File: config.mk
export PLATFORM = sky130hd
export DESIGN_NAME = systolic_ctrl
export DESIGN_NICKNAME = d
export VERILOG_FILES = /design/src/rtl/npu_pkg.sv /design/src/rtl/systolic_ctrl_counter.sv /design/src/rtl/systolic_ctrl.sv
export SDC_FILE = /design/constraint.sdc
export NUM_CORES = 1
export LEC_CHECK = 0
export BUFFER_PORTS_ARGS = -buffer_cell sky130_fd_sc_hd__buf_2
export CAP_MARGIN = 20
export CORE_UTILIZATION = 40
export DETAILED_ROUTE_END_ITERATION = 8
export SYNTH_ARGS = -nofsm -noshare
export SYNTH_HDL_FRONTEND = slang
export SYNTH_HIERARCHICAL = 1
export SYNTH_SLANG_ARGS = --single-unit
File: constraint.sdc
create_clock -name clk -period 5.8 [get_ports clk]
set_input_delay 0.29 -clock clk [delete_from_list [all_inputs] [get_ports clk]]
set_output_delay 0.29 -clock clk [all_outputs]
set_load 0.03 [all_outputs]
File: src/rtl/npu_pkg.sv
// Shared NPU core types: systolic op codes and the tile sequencer state encoding.
package npu_pkg;

    typedef logic [2:0] op_t;

    localparam op_t OP_NOP   = 3'd0;
    localparam op_t OP_CLEAR = 3'd1;
    localparam op_t OP_MAC   = 3'd2;

    typedef enum logic [2:0] {
        IDLE,
        CLEAR,
        STREAM,
        DRAIN,
        WRITE,
        DONE
    } state_t;

endpackage

File: src/rtl/systolic_ctrl_counter.sv
// ctrl_counter: loadable, enabled up-counter with a terminal-count compare.
module ctrl_counter #(
    parameter int W = 4
) (
    input  logic         i_clk,
    input  logic         i_reset,
    input  logic         i_load,
    input  logic [W-1:0] i_load_val,
    input  logic         i_en,
    input  logic [W-1:0] i_limit,
    output logic [W-1:0] o_cnt,
    output logic         o_tc
);

    logic [W-1:0] r_cnt;

    always_ff @(posedge i_clk) begin
        if (i_reset)     r_cnt <= '0;
        else if (i_load) r_cnt <= i_load_val;
        else if (i_en)   r_cnt <= r_cnt + 1'b1;
    end

    assign o_cnt = r_cnt;
    assign o_tc  = (r_cnt == i_limit);

endmodule

File: src/rtl/systolic_ctrl.sv
// Tile sequencer for the systolic array: clear, stream k_len vectors, drain, write ARRAY_N results.
// Optional SYSTOLIC_CTRL_PERF_CNT_EN adds busy-cycle and write-stall counters.
module systolic_ctrl
    import npu_pkg::*;
#(
    parameter int ARRAY_N      = 16,
    parameter int ARRAY_M      = 16,
    parameter int ADDR_WIDTH   = 10,
    parameter int K_WIDTH      = 10,
    parameter int DRAIN_CYCLES = ARRAY_N + ARRAY_M + 4
) (
    input  logic                  clk,
    input  logic                  reset,
    input  logic                  start,
    input  logic [K_WIDTH-1:0]    k_len,
    input  logic [ADDR_WIDTH-1:0] ibuf_base,
    input  logic [ADDR_WIDTH-1:0] wbuf_base,
    input  logic [ADDR_WIDTH-1:0] obuf_base,
    output logic                  busy,
    output logic                  ibuf_rd_en,
    output logic                  wbuf_rd_en,
    output logic [ADDR_WIDTH-1:0] ibuf_rd_addr,
    output logic [ADDR_WIDTH-1:0] wbuf_rd_addr,
    output logic [2:0]            op_signal,
    output logic                  obuf_wr_en,
    output logic [ADDR_WIDTH-1:0] obuf_wr_addr,
    input  logic                  obuf_wr_ready,
`ifdef SYSTOLIC_CTRL_PERF_CNT_EN
    output logic [31:0]           perf_cycle_cnt,
    output logic [31:0]           perf_stall_cnt,
`endif
    output logic                  done
);

    localparam int DCW = $clog2(DRAIN_CYCLES + 1);
    localparam int WCW = $clog2(ARRAY_N + 1);

    state_t                r_state;
    op_t                   r_op;
    logic                  r_busy, r_done, r_rd_en, r_wr_en;
    logic [K_WIDTH-1:0]    r_k_len;
    logic [ADDR_WIDTH-1:0] r_ibuf_base, r_wbuf_base, r_obuf_base;

    logic                  w_accept;
    logic [K_WIDTH-1:0]    w_k_cnt;
    logic [DCW-1:0]        w_dr_cnt;
    logic [WCW-1:0]        w_wr_cnt;
    logic                  w_k_tc, w_dr_tc, w_wr_tc, w_wr_fire;

    assign w_accept  = (r_state == IDLE) && start;
    assign w_wr_fire = (r_state == WRITE) && r_wr_en && obuf_wr_ready;

    ctrl_counter #(.W(K_WIDTH)) u_k_cnt (
        .i_clk(clk), .i_reset(reset), .i_load(w_accept), .i_load_val('0),
        .i_en(r_state == STREAM), .i_limit(r_k_len - 1'b1),
        .o_cnt(w_k_cnt), .o_tc(w_k_tc)
    );

    // Counts from DRAIN entry (the last-MAC cycle), so DRAIN_CYCLES full cycles follow that MAC.
    ctrl_counter #(.W(DCW)) u_dr_cnt (
        .i_clk(clk), .i_reset(reset), .i_load(w_accept), .i_load_val('0),
        .i_en(r_state == DRAIN), .i_limit(DCW'(DRAIN_CYCLES)),
        .o_cnt(w_dr_cnt), .o_tc(w_dr_tc)
    );

    ctrl_counter #(.W(WCW)) u_wr_cnt (
        .i_clk(clk), .i_reset(reset), .i_load(w_accept), .i_load_val('0),
        .i_en(w_wr_fire), .i_limit(WCW'(ARRAY_N - 1)),
        .o_cnt(w_wr_cnt), .o_tc(w_wr_tc)
    );

    always_ff @(posedge clk) begin
        if (reset) begin
            r_state     <= IDLE;
            r_op        <= OP_NOP;
            r_busy      <= 1'b0;
            r_done      <= 1'b0;
            r_rd_en     <= 1'b0;
            r_wr_en     <= 1'b0;
            r_k_len     <= '0;
            r_ibuf_base <= '0;
            r_wbuf_base <= '0;
            r_obuf_base <= '0;
        end else begin
            r_done <= 1'b0;
            // 1-deep valid delay: MAC lines up with buffer read data.
            r_op   <= r_rd_en ? OP_MAC : OP_NOP;
            case (r_state)
                IDLE: if (start) begin
                    r_k_len     <= k_len;
                    r_ibuf_base <= ibuf_base;
                    r_wbuf_base <= wbuf_base;
                    r_obuf_base <= obuf_base;
                    if (k_len == '0) begin
                        r_state <= DONE;
                        r_done  <= 1'b1;
                    end else begin
                        r_state <= CLEAR;
                        r_busy  <= 1'b1;
                        r_op    <= OP_CLEAR;
                    end
                end
                CLEAR: begin
                    r_state <= STREAM;
                    r_rd_en <= 1'b1;
                end
                STREAM: if (w_k_tc) begin
                    r_state <= DRAIN;
                    r_rd_en <= 1'b0;
                end
                DRAIN: if (w_dr_tc) begin
                    r_state <= WRITE;
                    r_wr_en <= 1'b1;
                end
                // Enable drops after the last accepted write; the idle WRITE cycle then hands off to DONE.
                WRITE: begin
                    if (!r_wr_en) begin
                        r_state <= DONE;
                        r_done  <= 1'b1;
                        r_busy  <= 1'b0;
                    end else if (obuf_wr_ready && w_wr_tc) begin
                        r_wr_en <= 1'b0;
                    end
                end
                DONE:    r_state <= IDLE;
                default: r_state <= IDLE;
            endcase
        end
    end

    assign busy         = r_busy;
    assign done         = r_done;
    assign op_signal    = r_op;
    assign ibuf_rd_en   = r_rd_en;
    assign wbuf_rd_en   = r_rd_en;
    assign ibuf_rd_addr = r_ibuf_base + ADDR_WIDTH'(w_k_cnt);
    assign wbuf_rd_addr = r_wbuf_base + ADDR_WIDTH'(w_k_cnt);
    assign obuf_wr_en   = r_wr_en;
    assign obuf_wr_addr = r_obuf_base + ADDR_WIDTH'(w_wr_cnt);

`ifdef SYSTOLIC_CTRL_PERF_CNT_EN
    logic [31:0] r_perf_cyc, r_perf_stall;

    always_ff @(posedge clk) begin
        if (reset || w_accept) begin
            r_perf_cyc   <= '0;
            r_perf_stall <= '0;
        end else begin
            if (r_busy)
                r_perf_cyc <= r_perf_cyc + 32'd1;
            if ((r_state == WRITE) && r_wr_en && !obuf_wr_ready)
                r_perf_stall <= r_perf_stall + 32'd1;
        end
    end

    assign perf_cycle_cnt = r_perf_cyc;
    assign perf_stall_cnt = r_perf_stall;
`else
    // Counters absent in this build.
`endif

endmodule

# After elaboration in Yosys (flattened, before gate mapping)
# Index checks and enable logic that the tools add are counted.
op_classes:
  n_reduce_logical: 15
  n_addsub: 7
  n_eq_ne: 12
  mux: 24
op_table:
  columns: ["operator", "n"]
  rows:
  - ["$add 10x10->10", 2]
  - ["$mux 3", 5]
  - ["$pmux 3 s5", 1]
  - ["$add 10x1->10 const B", 1]
  - ["$add 10x5->10", 1]
  - ["$eq 10x10->1", 1]
  - ["$logic_not 10->1", 1]
  - ["$mux 1", 10]
  - ["$ne 2x2->1 const B", 5]
  - ["$sub 10x1->10 const B", 1]
  - ["$mux 2", 4]
  - ["$pmux 1 s2", 4]
  - ["$reduce_and 4->1", 2]
  - ["$add 6x1->6 const B", 1]
  - ["$eq 3x2->1 const B", 2]
  - ["$eq 6x6->1 const B", 1]
  - ["$reduce_and 2->1", 3]
  - ["$reduce_bool 2->1", 3]
  - ["$add 5x1->5 const B", 1]
  - ["$eq 5x4->1 const B", 1]
  - ["$logic_and 1x1->1", 4]
  - ["$eq 3x1->1 const B", 1]
  - ["$eq 3x3->1 const B", 1]
  - ["$logic_not 3->1", 1]
  - ["$reduce_or 2->1", 1]
totals:
  input_bits: 44
  out_inout_bits: 38
  regBits: 71

# Longest topological paths before layout
# Gate-level depths: netlist of the first run.
depth:
  ltp_word: 5
  mapped_depth: 12

# Cells and area by module
# The synthesis of the first run kept the hierarchy.
by_module_without_submodules:
  columns: ["mod", "area_each_um2", "n_inst", "cells_per_inst", "seq_area_each_um2"]
  rows:
  - ["systolic_ctrl", 3070.4, 1, 398, 980.9]
  - ["ctrl_counter (u_k_cnt)", 668.1, 1, 79, 200.2]
  - ["ctrl_counter (u_dr_cnt)", 357.8, 1, 40, 120.1]
  - ["ctrl_counter (u_wr_cnt)", 310.3, 1, 35, 100.1]

# Worst setup path after synthesis of the first run
# No wires, ideal clock.
synth_timing:
  kind: "flip-flop to flip-flop"
  from: "register r_k_len[2]"
  to: "register r_state[2]"
  path_stages_with_launch: 11
  period_less_slack_ns: 2.593
  required_ns: 5.714
  setup_ns: 0.086
  arrival_time_ns: 2.507
  slack_ns: 3.207
  path_buffers: 0
  cell_sequence: "dfxtp_1 -> or4_4 -> or3_4 -> nor4_4 -> xor2_1 -> xnor2_1 -> nand4_1 -> nor4_1 -> a21oi_1 -> o22a_1 -> a211oi_1"
synth_between:
  elab_chain_len: 4
synth_rtl:
  columns: ["element", "line", "source"]
  rows:
  - ["start: declaration", "systolic_ctrl.sv:41", "logic [K_WIDTH-1:0] r_k_len;"]
  - ["start signal: assignment", "systolic_ctrl.sv:90", "r_k_len <= k_len;"]
  - ["$sub 10x1->10", "systolic_ctrl.sv:55", ".i_en(r_state == STREAM), .i_limit(r_k_len - 1'b1),"]
  - ["$eq 10x10->1", "systolic_ctrl_counter.sv:24", "assign o_tc = (r_cnt == i_limit);"]
  - ["net w_k_tc", "systolic_ctrl.sv:48", "logic w_k_tc, w_dr_tc, w_wr_tc, w_wr_fire;"]
  - ["$ne 2x2->1 (no line)", null, null]
  - ["$reduce_and 4->1 (no line)", null, null]
  - ["end signal: assignment", "systolic_ctrl.sv:74", "r_state <= IDLE;"]
  - ["end signal: assignment", "systolic_ctrl.sv:95", "r_state <= DONE;"]
  - ["end signal: assignment", "systolic_ctrl.sv:98", "r_state <= CLEAR;"]
  - ["end: declaration", "systolic_ctrl.sv:38", "state_t r_state;"]
# The timed path passes the listed nets, and every way through them passes these cells.
# A chain may end at the register's enable or synchronous reset.

# Final worst setup path of the first run
layout_timing:
  from: "register u_k_cnt.r_cnt[2] (netlist: u_k_cnt/o_cnt[2])"
  to: "output port ibuf_rd_addr[9]"
layout_between:
  elab_chain_len: 1
layout_rtl:
  columns: ["element", "line", "source"]
  rows:
  - ["start: declaration", "systolic_ctrl_counter.sv:15", "logic [W-1:0] r_cnt;"]
  - ["start signal: assignment", "systolic_ctrl_counter.sv:19", "else if (i_load) r_cnt <= i_load_val;"]
  - ["start signal: assignment", "systolic_ctrl_counter.sv:20", "else if (i_en) r_cnt <= r_cnt + 1'b1;"]
  - ["$add 10x10->10", "systolic_ctrl.sv:136", "assign ibuf_rd_addr = r_ibuf_base + ADDR_WIDTH'(w_k_cnt);"]
  - ["end: declaration", "systolic_ctrl.sv:22", "output logic [ADDR_WIDTH-1:0] ibuf_rd_addr,"]
# Every way passes these cells.

==> flow_summary_export.csv, run 1 <==
group,metric,value,unit
status,status,"finished clean",
final_layout,drive_gt1_share,16.4,%
sta,worstMarginPinSlew,777,ps
final_layout,nNetsFinal,728,
yosys,netlist_area,4410,µm²
power_and_ir_drop,ir_drop,0.000109,V
final_layout,num_antenna_cells,0,
drt,vias_per_cell,5.04,
setup_path,path_buf_inv,1,
yosys,synthTopCellsByArea,"dfxtp_1 (32%), nand2_1 (8.1%), xnor2_1 (7.8%)",
global_route,overflow,0,
drt,vias,4000,
yosys,synth-seq-area-share,31.8,%
die,die_x,107,µm
setup_path,worstReg2RegEnd,"r_state[2]$_SDFFE_PP0P_",
setup_path,cp-endpoint,"ibuf_rd_addr[9]",
power_and_ir_drop,power.leakage,2.27,nW
clock_network,clock_latency,340,ps
die,coreArea,10500,µm²
global_route,antenna_found_initial,0,
yosys,synthArstFlopShare,0,%
final_layout,multi_input_area,2910,µm²
sta,hold_viol,0,
yosys,synthAdderAreaFrac,9.03,%
sta,slew_viol_final,0,
setup_path,critPathRequiredTime,5510,ps
die,io_pins,82,
clock_network,cts_sinks,70,
drt,first_iter_violations,136,
yosys,synth-edff-count,0,
yosys,netlist-cell-type-count,55,
yosys,syn_inst,552,
clock_network,cts.clk_slew.worst_paths,70,ps
placement,dpl_cell_area,5020,µm²
setup_path,crit_start,"u_k_cnt/o_cnt[2]$_SDFFE_PP0P_",
global_route,grt_max_degree,73,
yosys,yosysMostFrequentCell,"nand2_1",
setup_path,r2r_cells,10,
setup_path,r2r-start,"r_k_len[2]$_SDFFE_PP0P_",
die,rows,37,
sta,max_clock_freq,322,MHz
sta,finalClockSkew,6.19,ps
clock_network,postCtsHoldBufs,0,
final_layout,area_growth,17.2,%
setup_path,crit_path_max_incr_delay,550,ps
yosys,synth.area.mux_share,1.90,%
yosys,synth_compound_area_share,16.2,%
global_route,grt_pass1_vias,3674,
clock_network,cts_tree,"built",
drt,drc,0,
setup_path,end_kind,"output pin",
global_route,grt_usage,19.1,%
die,start_util,41.9,%
yosys,synth_top_family_by_area,"simple AND/OR/NAND/NOR gates",
die,dieArea,11400,µm²
placement,dpl.hpwl,7610,µm
power_and_ir_drop,cellPowerDensity,250,nW/µm²
yosys,ys_seq_elements,70,
placement,io_buffers,80,
yosys,synth-main-ff-cell,"dfxtp_1",
final_layout,fin_area,5170,µm²
yosys,synth_common_cells,"nand2_1 (95), dfxtp_1 (70), a21oi_1 (67)",
sta,rsz0062_at_grt,"false",
yosys,synth-xor-area-share,12.7,%
clock_network,cts.repair.resized,0,
yosys,yosysTopAreaCellShare,31.8,%
setup_path,cp.depth,7,
yosys,syn_avg_cell_area,7.98,µm²
final_layout,seq_area,1400,µm²
setup_path,path_delay_family,"compound AO/OA/AOI/OAI gates",
drt,wl_per_cell,13.2,µm
die,fp.dieH,107,µm
drt,dr.pass1.iters,4,
yosys,yosys.area.top_type,"dfxtp_1",
final_layout,final.fill_count,1060,
drt,ant_nets,0,
sta,period_minus_slack,3100,ps
drt,routed_wl,10500,µm
flow_run,max_cap_violations,0,
setup_path,rrSetupSlack,2890,ps
global_route,grt_pass1_wl,17200,µm
setup_path,worstSetupPathType,"flip-flop to output pin",
sta,tns,0,ps
clock_network,h-tree-depth,3,
hold_path,worstHoldPathType,"primary input to flip-flop",
clock_network,post_cts_buffers,0,
setup_path,slowest_stage,"dfxtp_1",
yosys,synth-simple-area-share,23.4,%
setup_path,cp.arrival,2810,ps
sta,setup_violations,0,
sta,relSlewSlack,48.2,%
yosys,yosys_warnings,6,
clock_network,root_buffer,"clkbuf_8",
setup_path,path_cells,"ha_1 > and3_1 > a2111oi_2 > o21ai_0 > a21oi_1 > xnor2_1 > buf_2",
sta,finalCritPeriodShare,53.5,%
clock_network,ctsLongestPathBuffers,2,
clock_network,cts_buffers,9,
setup_path,path_max_fanout,8,
setup_path,start_kind,"flip-flop",
placement,routabilityCongestion,0.820,
## per-layer routing
| metal | track usage [%] | routed length, µm | up-vias |
|---|---|---|---|
| li1 | - | - | 2087 |
| met1 | 23.9 | 4990 | 1865 |
| met2 | 33.5 | 5170 | 39 |
| met3 | 2.19 | 199 | 9 |
| met4 | 7.14 | 142 | 0 |
| met5 | 0 | 0 | - |
## cell usage in the layout, fill, tap and decap left out, drive strengths merged, types with 3 or more instances in the layout
cell,instances
nand2,95
buf,84
dfxtp,70
a21oi,67
xnor2,39
nor2,33
conb,33
ha,27
inv,27
xor2,25
nand4,16
nand3,15
clkbuf,13
o21ai,12
nor4,9
a211oi,8
and3,7
nor3,7
or4,7
a21o,6
a311oi,6
mux2i,5
or3,5
nand2b,4
o21a,4
nor3b,3
fa,3
clkinv,3
mux2,3
## power by group
group | total (mW) | switching [mW] | internal [mW]
clock | 0.327 | 0.175 | 0.152
sequential | 0.568 | 0.0511 | 0.517
combinational | 0.394 | 0.243 | 0.151
total | 1.29 | 0.469 | 0.821
## final cells by class
cell class,count,area share [%]
timing repair buffer,84,8.33
inverter,28,2.03
sequential,70,27.1
clock buffer,13,2.69
tap,136,3.29
clock inverter,2,0.194
multi-input combinational,461,56.3
## how the worst min path moves through the flow
stage                                      startpoint  depth (start not counted)  slack, ps                              to
final                                    wbuf_base[6]                          3        180     r_wbuf_base[6]$_SDFFE_PP0P_
after global routing                     wbuf_base[6]                          3        180     r_wbuf_base[6]$_SDFFE_PP0P_
after CTS                                wbuf_base[6]                          3        170     r_wbuf_base[6]$_SDFFE_PP0P_
after detailed placement  r_obuf_base[4]$_SDFFE_PP0P_                          2        450     r_obuf_base[4]$_SDFFE_PP0P_
after global placement    r_obuf_base[3]$_SDFFE_PP0P_                          2        450     r_obuf_base[3]$_SDFFE_PP0P_
after floorplan                                 reset                          1        360  u_dr_cnt/o_cnt[5]$_SDFFE_PP0P_
## worst register-to-register path, cell delays in order, from the launching register on
cell	delay [ps]
dfxtp_1	350
or4_4	550
or3_4	360
nor4_4	150
xor2_1	200
xnor2_1	140
nand4_1	90
nor4_1	460
a21oi_1	150
o22a_1	190
a211oi_1	190
## sequential cells by signal (all words and copies together) (netlist names)
register / cells
busy: 1
done: 1
ibuf_rd_en: 1
obuf_wr_en: 1
op_signal: 2
r_ibuf_base: 10
r_k_len: 10
r_obuf_base: 10
r_state: 3
r_wbuf_base: 10
u_dr_cnt/o_cnt: 6
u_k_cnt/o_cnt: 10
u_wr_cnt/o_cnt: 5
## per-stage QoR
step / std cells / total power, mW / hold WS (ps) / setup slack, ps / util, %
after global placement: 779 / 0.968 / 449 / 2930 / 47.7
after CTS: 794 / 1.31 / 167 / 2680 / 49.2
final: 794 / 1.29 / 180 / 2700 / 49.2
after global routing: 794 / 1.37 / 179 / 2560 / 49.2
after floorplan: 583 / 0.870 / 362 / 3210 / -
after detailed placement: 779 / 0.976 / 453 / 2890 / 47.7
## cells by family after synthesis
family	after synthesis
AO/OA/AOI/OAI	117
XOR/XNOR	64
adder cells (fa/ha/maj)	30
buffers and inverters	52
flip-flops	70
multiplexers	8
other	2
AND/OR/NAND/NOR	209
Power figures use the tool's default switching activity.
==> inputs of run 2 (changes only) <==
- ABC_AREA: not set -> 1
- clock period: 5.8 -> 2.85 ns (I/O delays scaled with it)
==> run 2 against run 1 <==
Against the previous run: non-clock buffer count is the same; flip-flop and latch count did not move; total power rose to 4.0 times the previous value; clock skew is essentially flat; largest cell class unchanged; largest power group is now combinational logic; highest routed layer unchanged.
==> flow_summary_export.csv, run 2 <==
group,metric,value,unit
status,status,"finished clean",
placement,dp_slack,527,ps
yosys,synth-edff-count,0,
power_and_ir_drop,cellPowerDensity,911,nW/µm²
clock_network,cts_buffers,9,
yosys,syn_inst,715,
clock_network,root_buffer,"clkbuf_16",
drt,drc,0,
yosys,synthAdderAreaFrac,8.39,%
clock_network,cts_tree,"built",
clock_network,cts_sinks,70,
setup_path,path_cells,"ha_1 > inv_1 > fa_1 > o21ai_0 > nand4_1 > nand2_1 > nand2_1 > nand2_1 > buf_2",
yosys,netlist-cell-type-count,37,
sta,period_minus_slack,2610,ps
placement,place_inst,962,
sta,fin_ws,235,ps
yosys,synth-xor-area-share,6.65,%
power_and_ir_drop,ir_drop,0.000650,V
yosys,synth.area.mux_share,0,%
sta,finalCritPeriodShare,91.7,%
clock_network,clock_latency,340,ps
hold_path,worstHoldPathType,"primary input to flip-flop",
sta,max_clock_freq,382,MHz
die,coreArea,11500,µm²
global_route,antenna_found_initial,0,
setup_path,cp.arrival,2470,ps
clock_network,post_cts_buffers,0,
placement,dpl_cell_area,5380,µm²
clock_network,h-tree-depth,3,
drt,first_iter_violations,227,
sta,tns,0,ps
die,dieArea,12300,µm²
clock_network,cts.clk_slew.worst_paths,60,ps
flow_run,max_cap_violations,0,
yosys,syn_avg_cell_area,6.64,µm²
drt,dr.pass1.iters,4,
yosys,synth_common_cells,"nand2_1 (198), inv_1 (102), a21oi_1 (75)",
final_layout,fin_area,5690,µm²
setup_path,slowest_stage,"dfxtp_1",
setup_path,crit_path_max_incr_delay,480,ps
global_route,grt_pass1_vias,4410,
setup_path,critPathRequiredTime,2710,ps
power_and_ir_drop,power.leakage,2.86,nW
die,die_x,111,µm
drt,vias_per_cell,4.79,
yosys,synthArstFlopShare,0,%
placement,io_buffers,80,
die,io_pins,82,
setup_path,end_kind,"output pin",
final_layout,num_antenna_cells,0,
final_layout,layout_commonest_cell,"nand2_1",
drt,ant_nets,0,
sta,hold_viol,0,
yosys,yosysTopAreaCellShare,29.5,%
yosys,synth-seq-area-share,29.5,%
global_route,grt_max_degree,60,
hold_path,hold_depth,3,
yosys,synth_compound_area_share,15.3,%
global_route,grt_usage,19.7,%
yosys,yosysMostFrequentCell,"nand2_1",
global_route,grt_pass1_wl,19700,µm
sta,finalClockSkew,5.75,ps
setup_path,r2r_cells,14,
drt,vias,4682,
sta,worstMarginPinSlew,620,ps
final_layout,drive_gt1_share,14.0,%
yosys,yosys_warnings,6,
setup_path,cpMostUsedCell,"nand2_1",
yosys,netlist_area,4740,µm²
yosys,synth-simple-area-share,29.1,%
final_layout,area_growth,19.9,%
yosys,synth_top_family_by_area,"simple AND/OR/NAND/NOR gates",
final_layout,layout_common_cells,"nand2_1 (198), inv_1 (102), buf_2 (80)",
sta,timing.hold.ws,49.9,ps
yosys,synth-main-ff-cell,"dfxtp_1",
placement,routabilityCongestion,0.934,
final_layout,final_util,49.6,%
sta,relSlewSlack,58.3,%
yosys,ys_seq_elements,70,
clock_network,postCtsHoldBufs,0,
clock_network,cts.repair.resized,0,
final_layout,stdcell_count,978,
placement,dpl.hpwl,8830,µm
final_layout,nNetsFinal,904,
sta,setup_violations,0,
die,fp.dieH,111,µm
clock_network,ctsLongestPathBuffers,2,
setup_path,start_kind,"flip-flop",
setup_path,worstSetupPathType,"flip-flop to output pin",
power_and_ir_drop,total_power,5.19,mW
sta,rsz0062_at_grt,"false",
sta,slew_viol_final,0,
setup_path,path_max_fanout,7,
die,start_util,41.4,%
drt,routed_wl,11700,µm
yosys,synthTopCellsByArea,"dfxtp_1 (30%), nand2_1 (16%), inv_1 (8.1%)",
yosys,yosys.area.top_type,"dfxtp_1",
global_route,overflow,0,
die,rows,39,
drt,wl_per_cell,11.9,µm
## run 2: cell types whose count changed after synthesis, sizes merged, moves of 8 or more
cell and delta:
a211oi -8, a21oi +10, a22oi +10, clkbuf -10, inv +77, nand2 +104, nand3 +35, nor2 +10
nor4 -9, o21ai +24, xnor2 -25
## run 2: cell families after synthesis
logic type	after synthesis
AND/OR/NAND/NOR	322
AO/OA/AOI/OAI	132
buffers and inverters	123
flip-flops	70
XOR/XNOR	36
adder cells (fa/ha/maj)	30
other	2
## run 2: final timing paths
check                                              startpoint                     endpoint  slack, ps
worst max-delay path            u_k_cnt/o_cnt[0]$_SDFFE_PP0P_              wbuf_rd_addr[8]        240
worst min register to register    r_wbuf_base[6]$_SDFFE_PP0P_  r_wbuf_base[6]$_SDFFE_PP0P_        470
worst max register to register        r_k_len[0]$_SDFFE_PP0P_      r_state[0]$_SDFFE_PP0P_        500
worst min-delay path                             obuf_base[4]  r_obuf_base[4]$_SDFFE_PP0P_         50
## run 2: area by class of cell
type / instances / area [µm²]
clock inverter: 6 / 86.3
clock buffer: 10 / 229
multi-input combinational: 560 / 2970
fill: 1173 / 5780
sequential: 70 / 1400
tap: 143 / 179
timing repair buffer: 84 / 430
inverter: 105 / 395
## run 2: worst max-delay path, delay by kind of cell, from the launching register on
family,cells,cell delay (ps)
flops,1,480
simple gates,4,360
buf+inv,2,240
fa+ha+maj,2,650
compound gates,1,400
## run 2: power breakdown
group	leakage (nW)	switching, mW	total, mW	internal (mW)
registers	0.576	0.267	1.49	1.22
clock network	0.152	0.427	1.19	0.764
logic	2.13	1.67	2.50	0.839
## run 2: per-layer routing
metal | wire length [µm] | GRT usage (%)
met1 | 5430 | 23.4
met2 | 5510 | 34.2
met5 | 0 | 0
met4 | 211 | 6.76
met3 | 494 | 5.14
==> inputs of run 3 (changes only) <==
- SYNTH_HIERARCHICAL: 1 -> not set
==> run 3 against run 2 <==
Against the previous run: the run now ends with DRC left; sequential power is 13% lower; global-route usage is 0.11 points lower; largest power group unchanged; non-clock buffer count is 5 higher; clock power is 31% lower; cell count is 17% lower; clock-buffer cell count is 2 higher; synthesized cell count is 18% lower; via count is 16% lower.
==> flow_summary_export.csv, run 3 <==
group,metric,value,unit
power_and_ir_drop,switching_share,42.4,%
yosys,synth-edff-count,0,
yosys,netlist_area,4210,µm²
die,die_x,105,µm
power_and_ir_drop,power.leakage,2.50,nW
setup_path,r2r-start,"r_state[1]$_SDFFE_PP0P_",
final_layout,num_antenna_cells,0,
power_and_ir_drop,pwr-share-seq,35.2,%
setup_path,crit_start,"u_k_cnt.o_cnt[0]$_SDFFE_PP0P_",
yosys,synthArstFlopShare,0,%
setup_path,path_max_fanout,6,
final_layout,drive_gt1_share,20.5,%
yosys,synth-seq-area-share,33.3,%
power_and_ir_drop,cellPowerDensity,735,nW/µm²
yosys,ys_seq_elements,70,
status,violations,"DRC",
final_layout,area_growth,18.5,%
yosys,netlist-cell-type-count,39,
yosys,synth-main-ff-cell,"dfxtp_1",
global_route,grt_usage,19.6,%
yosys,yosys.area.top_type,"dfxtp_1",
yosys,yosysTopAreaCellShare,33.3,%
setup_path,worstSetupPathType,"flip-flop to output pin",
placement,routabilityCongestion,0.906,
final_layout,layout_commonest_cell,"nand2_1",
yosys,synthTopCellsByArea,"dfxtp_1 (33%), nand2_1 (12%), ha_1 (8.6%)",
global_route,grt_max_degree,40,
setup_path,rrSetupSlack,960,ps
clock_network,clock_latency,350,ps
placement,dpl.hpwl,7780,µm
sta,hold_viol,0,
clock_network,cts_buffers,9,
die,dieArea,10900,µm²
global_route,grt_pass1_vias,3790,
setup_path,worstReg2RegEnd,"r_k_len[7]$_SDFFE_PP0P_",
clock_network,cts_sinks,70,
drt,vias,3954,
final_layout,layout_common_cells,"nand2_1 (137), buf_2 (80), dfxtp_1 (69)",
sta,period_minus_slack,2630,ps
die,fp.dieH,105,µm
hold_path,worstHoldPathType,"primary input to flip-flop",
sta,slew_viol_final,0,
drt,wl_per_cell,12.8,µm
clock_network,h-tree-depth,3,
die,io_pins,82,
sta,relSlewSlack,53.5,%
sta,rsz0062_at_grt,"false",
setup_path,r2r_cells,7,
final_layout,final_util,48.5,%
clock_network,cts_tree,"built",
drt,first_iter_violations,122,
placement,io_buffers,80,
sta,finalCritPeriodShare,92.2,%
sta,setup_violations,0,
yosys,synth_nets,663,
drt,vias_per_cell,4.86,
yosys,syn_avg_cell_area,7.17,µm²
sta,max_clock_freq,381,MHz
placement,dp_slack,405,ps
status,status,"complete, but fails checks",
global_route,overflow,0,
die,rows,37,
final_layout,nNetsFinal,748,
flow_run,max_cap_violations,0,
yosys,yosysMostFrequentCell,"nand2_1",
hold_path,hold_depth,3,
drt,drc,2,
global_route,grt_pass1_wl,17000,µm
setup_path,cp-endpoint,"wbuf_rd_addr[8]",
yosys,syn_inst,587,
power_and_ir_drop,total_power,3.66,mW
sta,fin_ws,222,ps
setup_path,end_kind,"output pin",
power_and_ir_drop,clockPowerShare,22.5,%
drt,ant_nets,0,
yosys,synth_common_cells,"nand2_1 (137), dfxtp_1 (70), inv_1 (67)",
die,coreArea,10300,µm²
setup_path,start_kind,"flip-flop",
global_route,antenna_found_initial,0,
die,start_util,40.9,%
drt,dr.pass1.iters,6,
power_and_ir_drop,ir_drop,0.000269,V
final_layout,stdcell_count,813,
sta,finalClockSkew,5.46,ps
power_and_ir_drop,p_comb_share,42.4,%
sta,worstMarginPinSlew,697,ps
power_and_ir_drop,intPower,2.11,mW
setup_path,critPathRequiredTime,2710,ps
clock_network,cts.clk_slew.worst_paths,80,ps
sta,tns,0,ps
clock_network,ctsLongestPathBuffers,2,
clock_network,root_buffer,"clkbuf_8",
placement,place_inst,791,
drt,routed_wl,10400,µm
setup_path,cp.arrival,2490,ps
yosys,yosys_warnings,0,
power_and_ir_drop,p_switching,1.55,mW
==> run 3: metrics by stage <==
stage               area (µm²)  hold slack (ps)
floorplan                 4210              215
global placement          4720              365
detailed placement        4720              370
CTS                       4980            0.729
global route              4990             20.2
finish                    4990             15.2
==> run 3: how the worst min path moves through the flow <==
stage | endpoint | slack [ps] | start
2_1_floorplan | done$_SDFF_PP0_ | 210 | reset
3_3_place_gp | r_wbuf_base[6]$_SDFFE_PP0P_ | 370 | wbuf_base[6]
3_5_place_dp | r_ibuf_base[9]$_SDFFE_PP0P_ | 370 | ibuf_base[9]
4_1_cts | obuf_wr_en$_SDFFE_PP0P_ | 0.7 | obuf_wr_ready
5_1_grt | r_ibuf_base[2]$_SDFFE_PP0P_ | 20 | ibuf_base[2]
6_report | r_ibuf_base[3]$_SDFFE_PP0P_ | 20 | ibuf_base[3]
==> run 3: kinds of logic after synthesis <==
logic type,after synthesis,synth area share [%]
and+or+nand+nor,279,30.5
buffers and inverters,93,9.22
AOI/OAI and AO/OA,78,9.78
DFF,70,33.3
xor gates and xnor gates,34,7.08
adders and majority gates,32,10.1
other,1,0.0891
==> run 3: layout make-up <==
cell class	count	area (µm²)
clock buffers	12	155
inverters	78	299
repair buffers	89	495
flip-flops and latches	70	1400
clock inverters	4	45.0
well taps	136	170
fillers	1075	5290
multi-input cells	424	2420
==> run 3: power groups by stage <==
stage | combinational, mW | sequential (mW) | clock (mW)
3_3_place_gp | 1.53 | 1.30 | 0
2_1_floorplan | 1.17 | 1.32 | 0
3_5_place_dp | 1.54 | 1.31 | 0
5_1_grt | 1.73 | 1.31 | 0.882
6_report | 1.55 | 1.29 | 0.824
4_1_cts | 1.56 | 1.29 | 0.849
==> run 3: repair_timing <==
action,CTS,global route
hold buffers,6,0
endpoints found under the setup margin,0,4
endpoints found under the hold margin,6,0
buffers inserted,0,0
gates resized for setup,0,4
==> run 3: worst max-delay path, cell delays in order (launching register included) <==
cell	delay [ps]
dfxtp_2	390
ha_1	220
inv_1	70
fa_1	410
o21ai_1	240
nand2_1	100
nand2_1	70
nand2_1	50
nand2_1	80
nand2_1	50
nand2_1	50
a21oi_1	70
xor2_1	120
buf_2	210
==> run 3: layer usage <==
layer  vias up  part of all wire, %  GRT usage [%]
met2        66                   47           33.5
met3        21                  2.5           3.12
met5         -                    0              0
li1       2060                    -              -
met4         0                  2.5           9.39
met1      1807                   48           23.9
